$ cat config.mk
export PLATFORM = sky130hd
export DESIGN_NAME = seq_detector_param
export DESIGN_NICKNAME = d
export VERILOG_FILES = /design/src/rtl/seq_det_pkg.sv /design/src/rtl/sat_counter.sv /design/src/rtl/seq_detector_param.sv
export SDC_FILE = /design/constraint.sdc
export NUM_CORES = 1
export LEC_CHECK = 0
export CORE_MARGIN = 1.5
export CORE_UTILIZATION = 52
export DETAILED_ROUTE_END_ITERATION = 12
export GPL_ROUTABILITY_DRIVEN = 0
export MAX_ROUTING_LAYER = met4
export PLACE_DENSITY_LB_ADDON = 0.2
export RECOVER_POWER = 100
export SYNTH_ARGS = -nofsm -noshare
export SYNTH_HDL_FRONTEND = slang
export SYNTH_SLANG_ARGS = --single-unit
$ cat constraint.sdc
create_clock -name clk -period 3.5 [get_ports clk]
set_clock_uncertainty 0.1 [all_clocks]
set_input_delay 0.35 -clock clk [delete_from_list [all_inputs] [get_ports clk]]
set_output_delay 0.35 -clock clk [all_outputs]
set_load 0.05 [all_outputs]
$ cat src/rtl/seq_det_pkg.sv
// Shared constants and helpers for the serial pattern detector.
// len_mask builds right-aligned ones for pattern masking.
package seq_det_pkg;

    localparam int MASK_W = 32;
    localparam logic [7:0] DEF_PATTERN_C = 8'h0B;
    localparam int DEF_LEN_C = 4;

    function automatic logic [MASK_W-1:0] len_mask(input int unsigned len);
        logic [MASK_W-1:0] m;
        m = '0;
        for (int unsigned i = 0; i < MASK_W; i++) begin
            if (i < len) m[i] = 1'b1;
        end
        return m;
    endfunction

endpackage

$ cat src/rtl/sat_counter.sv
// Saturating up-counter with synchronous clear.
// clr and inc together load 1 so a same-cycle event is not lost.
module sat_counter #(
    parameter int W = 8
) (
    input  logic         clk,
    input  logic         rst_n,
    input  logic         inc,
    input  logic         clr,
    output logic [W-1:0] count
);

    logic [W-1:0] count_q;
    logic [W-1:0] count_d;

    always_comb begin
        count_d = count_q;
        if (clr) begin
            count_d = inc ? W'(1) : '0;
        end else if (inc && (count_q != '1)) begin
            count_d = count_q + W'(1);
        end
    end

    always_ff @(posedge clk) begin
        if (!rst_n) count_q <= '0;
        else        count_q <= count_d;
    end

    assign count = count_q;

endmodule

$ cat src/rtl/seq_detector_param.sv
// Runtime-programmable serial pattern detector with overlap control,
// input qualifier and a saturating match counter.
module seq_detector_param
    import seq_det_pkg::*;
#(
    parameter int MAX_LEN = 8,
    parameter int CNT_W = 8,
    parameter logic [MAX_LEN-1:0] DEF_PATTERN = MAX_LEN'(DEF_PATTERN_C),
    parameter int DEF_LEN = DEF_LEN_C,
    localparam int LEN_W = $clog2(MAX_LEN + 1)
) (
    input  logic               clk,
    input  logic               rst_n,
    input  logic               cfg_load,
    input  logic [MAX_LEN-1:0] cfg_pattern,
    input  logic [LEN_W-1:0]   cfg_len,
    input  logic               cfg_overlap,
    input  logic               in_valid,
    input  logic               in_bit,
    input  logic               cnt_clr,
    output logic               match,
    output logic [CNT_W-1:0]   match_count
);

    localparam logic [LEN_W-1:0] MAX_LEN_L = LEN_W'(MAX_LEN);

    logic [MAX_LEN-1:0] pattern_q, pattern_d;
    logic [LEN_W-1:0]   len_q, len_d;
    logic               overlap_q, overlap_d;
    logic [MAX_LEN-1:0] hist_q, hist_d;
    logic [LEN_W-1:0]   fill_q, fill_d;
    logic               match_q, match_d;

    logic [MAX_LEN-1:0] hist_shift;
    logic [LEN_W-1:0]   fill_inc;
    logic [MAX_LEN-1:0] mask;
    logic               hit;

    assign hist_shift = {hist_q[MAX_LEN-2:0], in_bit};
    assign fill_inc = (fill_q == MAX_LEN_L) ? fill_q : fill_q + LEN_W'(1);
    assign mask = MAX_LEN'(len_mask(32'(len_q)));

    // Compare against the post-shift history so the final bit counts.
    assign hit = (len_q != '0) && (fill_inc >= len_q) &&
                 (((hist_shift ^ pattern_q) & mask) == '0);

    always_comb begin
        pattern_d = pattern_q;
        len_d = len_q;
        overlap_d = overlap_q;
        hist_d = hist_q;
        fill_d = fill_q;
        match_d = 1'b0;
        if (cfg_load) begin
            pattern_d = cfg_pattern;
            len_d = (cfg_len > MAX_LEN_L) ? MAX_LEN_L : cfg_len;
            overlap_d = cfg_overlap;
            hist_d = '0;
            fill_d = '0;
        end else if (in_valid) begin
            hist_d = hist_shift;
            fill_d = fill_inc;
            match_d = hit;
            if (hit && !overlap_q) fill_d = '0;
        end
    end

    always_ff @(posedge clk) begin
        if (!rst_n) begin
            pattern_q <= DEF_PATTERN;
            len_q <= LEN_W'(DEF_LEN);
            overlap_q <= 1'b1;
            hist_q <= '0;
            fill_q <= '0;
            match_q <= 1'b0;
        end else begin
            pattern_q <= pattern_d;
            len_q <= len_d;
            overlap_q <= overlap_d;
            hist_q <= hist_d;
            fill_q <= fill_d;
            match_q <= match_d;
        end
    end

    sat_counter #(.W(CNT_W)) u_cnt (
        .clk   (clk),
        .rst_n (rst_n),
        .inc   (match_d),
        .clr   (cnt_clr),
        .count (match_count)
    );

    assign match = match_q;

endmodule
======== Yosys cells after proc, flatten, opt, wreduce, memory -nomap -nowiden ========
Cells that the tools add are included.
word-level totals
  register bits ........................... 33
  input port bits ......................... 19
  output and inout port bits .............. 9
  logic and storage cells ................. 49
operators by class
  $add $sub $neg .......................... 2
  order comparisons ....................... 10
  equal/unequal tests ..................... 2
  multiplexer cells ....................... 16
  bitwise operators ....................... 3
  reductions and logical operators ........ 9
operators with widths
  kind                 number
  $lt 3x4->1 const A   4
  $mux 8               2
  $mux 4               3
  $mux 1               11
  $add 8x1->8 const B  1
  $and 8x8->8          1
  $logic_not 8->1      1
  $lt 1x4->1 const A   2
  $lt 2x4->1 const A   2
  $ne 8x8->1 const B   1
  $xor 8x8->8          1
  $add 4x1->4 const B  1
  $eq 4x4->1 const B   1
  $ge 4x4->1           1
  $gt 4x4->1 const B   1
  $logic_and 1x1->1    4
  $reduce_bool 4->1    1
  $reduce_bool 2->1    1
  $reduce_or 2->1      1
  $logic_not 1->1      1
  $not 1->1            1

======== Logic depth before layout (Yosys ltp) ========
  word-level depth ........................ 10
  mapped depth ............................ 13
  depth with buffers taken out ............ 12

======== Modules after synthesis ========
From an unflattened synthesis, not the netlist that was laid out.
unflattened totals
  cell total of the unflattened synthesis .. 186
  area, all modules ....................... 1710.4 um2
by module, submodules not included
  module              times used  cells each  area an instance (um2)  sequential area each (um2)
  seq_detector_param  1           137         1283.7                  500.5
  sat_counter         1           49          426.7                   160.2

======== Worst setup path after synthesis ========
No wires, ideal clock.
  kind .................................... register to register
  start ................................... register fill_q[0]
  end ..................................... register u_cnt.count_q[7] (netlist: u_cnt.count[7])
  data arrival time ....................... 2433 ps
  required time ........................... 3330 ps
  setup slack ............................. 897 ps
  stages on the path, launching flop included .. 14
  buffers on the path ..................... 1
  clock period less this slack ............ 2603 ps
  path through ............................ dfxtp_1 inv_1 ha_1 nand2_1 nor2_1 xnor2_1 ha_1 nand2b_1 a2111oi_1 nor4_2 nand3_2 buf_2 o21ai_0 a21oi_1
between the ends
  cells in the longest elaborated chain, start to end .. 9
ends and longest elaborated chain
  what                                              line                      text
  start, declared                                   seq_detector_param.sv:31  logic [LEN_W-1:0] fill_q, fill_d;
  start signal, assigned                            seq_detector_param.sv:81  fill_q <= fill_d;
  $add 4x1->4 / $eq 4x4->1 (equally long branches)  seq_detector_param.sv:40  assign fill_inc = (fill_q == MAX_LEN_L) ? fill_q : fill_q + LEN_W'(1);
  $mux 4 (*)                                        seq_detector_param.sv:40
  $ge 4x4->1 (*)                                    seq_detector_param.sv:44  assign hit = (len_q != '0) && (fill_inc >= len_q) &&
  $logic_and 1x1->1 (*) (2 in series)               seq_detector_param.sv:44
  $mux 1 (*)                                        seq_detector_param.sv:60  end else if (in_valid) begin
  $mux 1 (*)                                        seq_detector_param.sv:54  if (cfg_load) begin
  $logic_and 1x1->1 (*)                             sat_counter.sv:20         end else if (inc && (count_q != '1)) begin
  $reduce_bool 2->1 (no source line) (*)            -
  end signal, assigned                              sat_counter.sv:27         else count_q <= count_d;
  end, declared                                     sat_counter.sv:13         logic [W-1:0] count_q;
Every way passes the cells marked *; elsewhere a longest branch is shown, timed or not.
A chain may end at the register's enable or synchronous reset.

======== Worst setup path after layout ========
Ends and elaborated chain as after synthesis.

==> impl_metrics.ini <==
[finish]
syn_to_final_growth_pct = 21.72
design_area_um2 = 2006
final_common_cell = dfxtp_1
insertedDiodeCount = 0
drive_gt1_share_pct = 5.991
final_nets = 242
layout_common_cells = dfxtp_1 (33), nor2_1 (24), mux2i_1 (17)

[cts]
cts_sinks = 33
path_clk_slew_ps = 90
cts_setup_buffers = 0
clock_latency_ps = 350
cts_tree = yes
cts_hold_buf = 0
ctsHtreeMaxLevel = 2
ctsResizeCount = 0
cts_buffer_depth = 2
cts_root_buf = clkbuf_4
cts_buffers = 5

[placement]
numPortBuffers = 27
dp_hpwl_um = 2648
dpl-instance-area_um2 = 1959

[logic_synthesis]
netlist_area_um2 = 1648
synth-xor-area-share_pct = 5.847
synth_compound_gate_area_share_pct = 14.05
synth_top_family_by_area = simple AND/OR/NAND/NOR gates
async_reset_ff_share_pct = 0
yosys_warnings = 0
synthAdderAreaFrac_pct = 5.315
ys.flop_type = dfxtp_1
synth-seq-area-share_pct = 40.09
synth-simple-area-share_pct = 20.80
syn_inst = 187
synthMuxAreaShare_pct = 10.33
synth_edf_count = 0
synth_cell_types = 39
syn_area_per_cell_um2 = 8.812
yosys_register_bits = 33
syn_nets = 213

[die]
ios = 28
start_util_pct = 54.42
core_area_um2 = 3028
die_h_um = 59.30
die_area_um2 = 3516
die_w_um = 59.30
row_count = 20

[detailed_routing]
wl_met2_um = 1790
viasPerCell = 5.483
wl_met3_um = 137
first_iter_violations = 57
wirelength_um = 3566
dr.max_layer_used = met4
wl_met1_um = 1544
wl_per_cell_um = 13.66
vias = 1431
ant_nets = 0
dr.pass1.iters = 5
drc_errors = 0

[setup_path]
setup.worst_path.start_class = flip-flop
reg2reg_from = fill_q[0]
critPathKind = reg2reg
r2r_slack_ps = 360
worstRegToRegCells = 12
critPathMaxFanout = 17
reg2reg_to = u_cnt.count[7]
required_ps = 3670
worst_setup_path_end_kind = flip-flop
worstPathArrival_ps = 3310

[grt]
grt_use_total_pct = 23.45
grt_pass1_wl_um = 5837
grt-ovfl-total = 0
antenna_found_initial = 0
grt_pass1_vias = 1336
grt_max_degree = 18

[power_and_ir_drop]
power_per_cell_area_nw_per_um2 = 339.7
irDropWorstVdd_uv = 223.9
p_leak_nw = 0.7599

[sta]
setup_tns_ps = 0
worst_pin_slew_ps = 858.3
max_clock_freq_mhz = 318.4
min_period_over_period_pct = 89.74
finalSetupViolCount = 0
fin_crit_ps = 3141
slew-limit-headroom_pct = 41.30
rsz0062_at_grt = false
slew_viol_final = 0
finalHoldViolCount = 0

[hold_path]
min_to = u_cnt.count[6]
hold_depth = 1
hold_path_startpoint = u_cnt.count[6]
worst_hold_path_type = reg2reg

[job]
cap_violations = 0

[outcome]
status = finished clean
[critical path: stages, from the launching register on]
cell and delay (ps):
dfxtp_1 360, inv_1 120, ha_1 160, nand2_1 70, nor2_1 220, xnor2_1 160, ha_1 250, nand2b_1 140
a2111oi_0 790, nor4_2 110, nand3_2 260, o21ai_0 170, a21oi_1 170
[final cells by class]
class	count	area [um^2]
multi-input cells	139	927.1
clock inverters	2	10.01
inverters	8	30.03
fillers	268	1022
clock buffers	6	41.29
repair buffers	29	281.5
flip-flops and latches	33	660.6
well taps	44	55.05
[report_power, final]
group	internal, mW	switching, mW
logic	0.0434	0.0392
registers	0.385	0.00919
clock network	0.0763	0.128
total	0.505	0.176
[Yosys cell counts, types with 2 or more instances]
master	number	share of area, %
dfxtp_1	33	40
nor2_1	24	5.5
mux2i_1	17	10
a21oi_1	12	3.6
nand2_1	11	2.5
nand3_1	10	3.0
xnor2_1	10	5.3
ha_1	7	5.3
inv_1	7	1.6
nand2b_1	7	2.7
o21ai_0	7	2.1
or3_1	4	1.5
clkbuf_1	3	0.68
nor3_1	3	0.91
o31ai_1	3	1.4
or4_1	3	1.4
buf_1	2	0.46
buf_2	2	0.61
nor2b_1	2	0.76
[state kept, by name (all words and copies together), names as in the netlist]
register	count
hist_q	7
overlap_q	1
len_q	4
pattern_q	8
match	1
fill_q	4
u_cnt.count	8
[cell families after synthesis]
kind of cell,after synthesis
simple gates,69
compound gates,35
flops,33
mux,17
buf+inv,15
xor+xnor,11
fa+ha+maj,7
[per-layer routing]
layer | GRT usage, % | vias up
met5 | - | -
met4 | 13.31 | 0
met3 | 4.585 | 10
met2 | 37.21 | 29
met1 | 27.57 | 676
li1 | - | 716
[worst max-delay path by stage]
stage	cells past startpoint	slack, ps	from	end
floorplan	13	900	fill_q[0]	u_cnt.count[7]
global placement	12	790	fill_q[0]	u_cnt.count[3]
detailed placement	12	640	fill_q[0]	u_cnt.count[4]
CTS	12	590	fill_q[0]	u_cnt.count[4]
global route	12	220	fill_q[0]	u_cnt.count[7]
finish	12	360	fill_q[0]	u_cnt.count[7]
[through the flow]
step                      cells  hold slack, ps  setup WS [ps]  power, mW  utilization, %
final                       261           409.3          359.1     0.6814           66.24
after global routing        261           430.3          220.2     0.7139           66.24
after CTS                   261           410.8          588.8     0.6884           66.41
after global placement      253           372.0          788.2     0.4830           64.71
after detailed placement    253           386.2          638.8     0.4869           64.71
after floorplan             187           342.0          896.8     0.4518               -
Note: power is estimated with default switching activity, not from simulation.
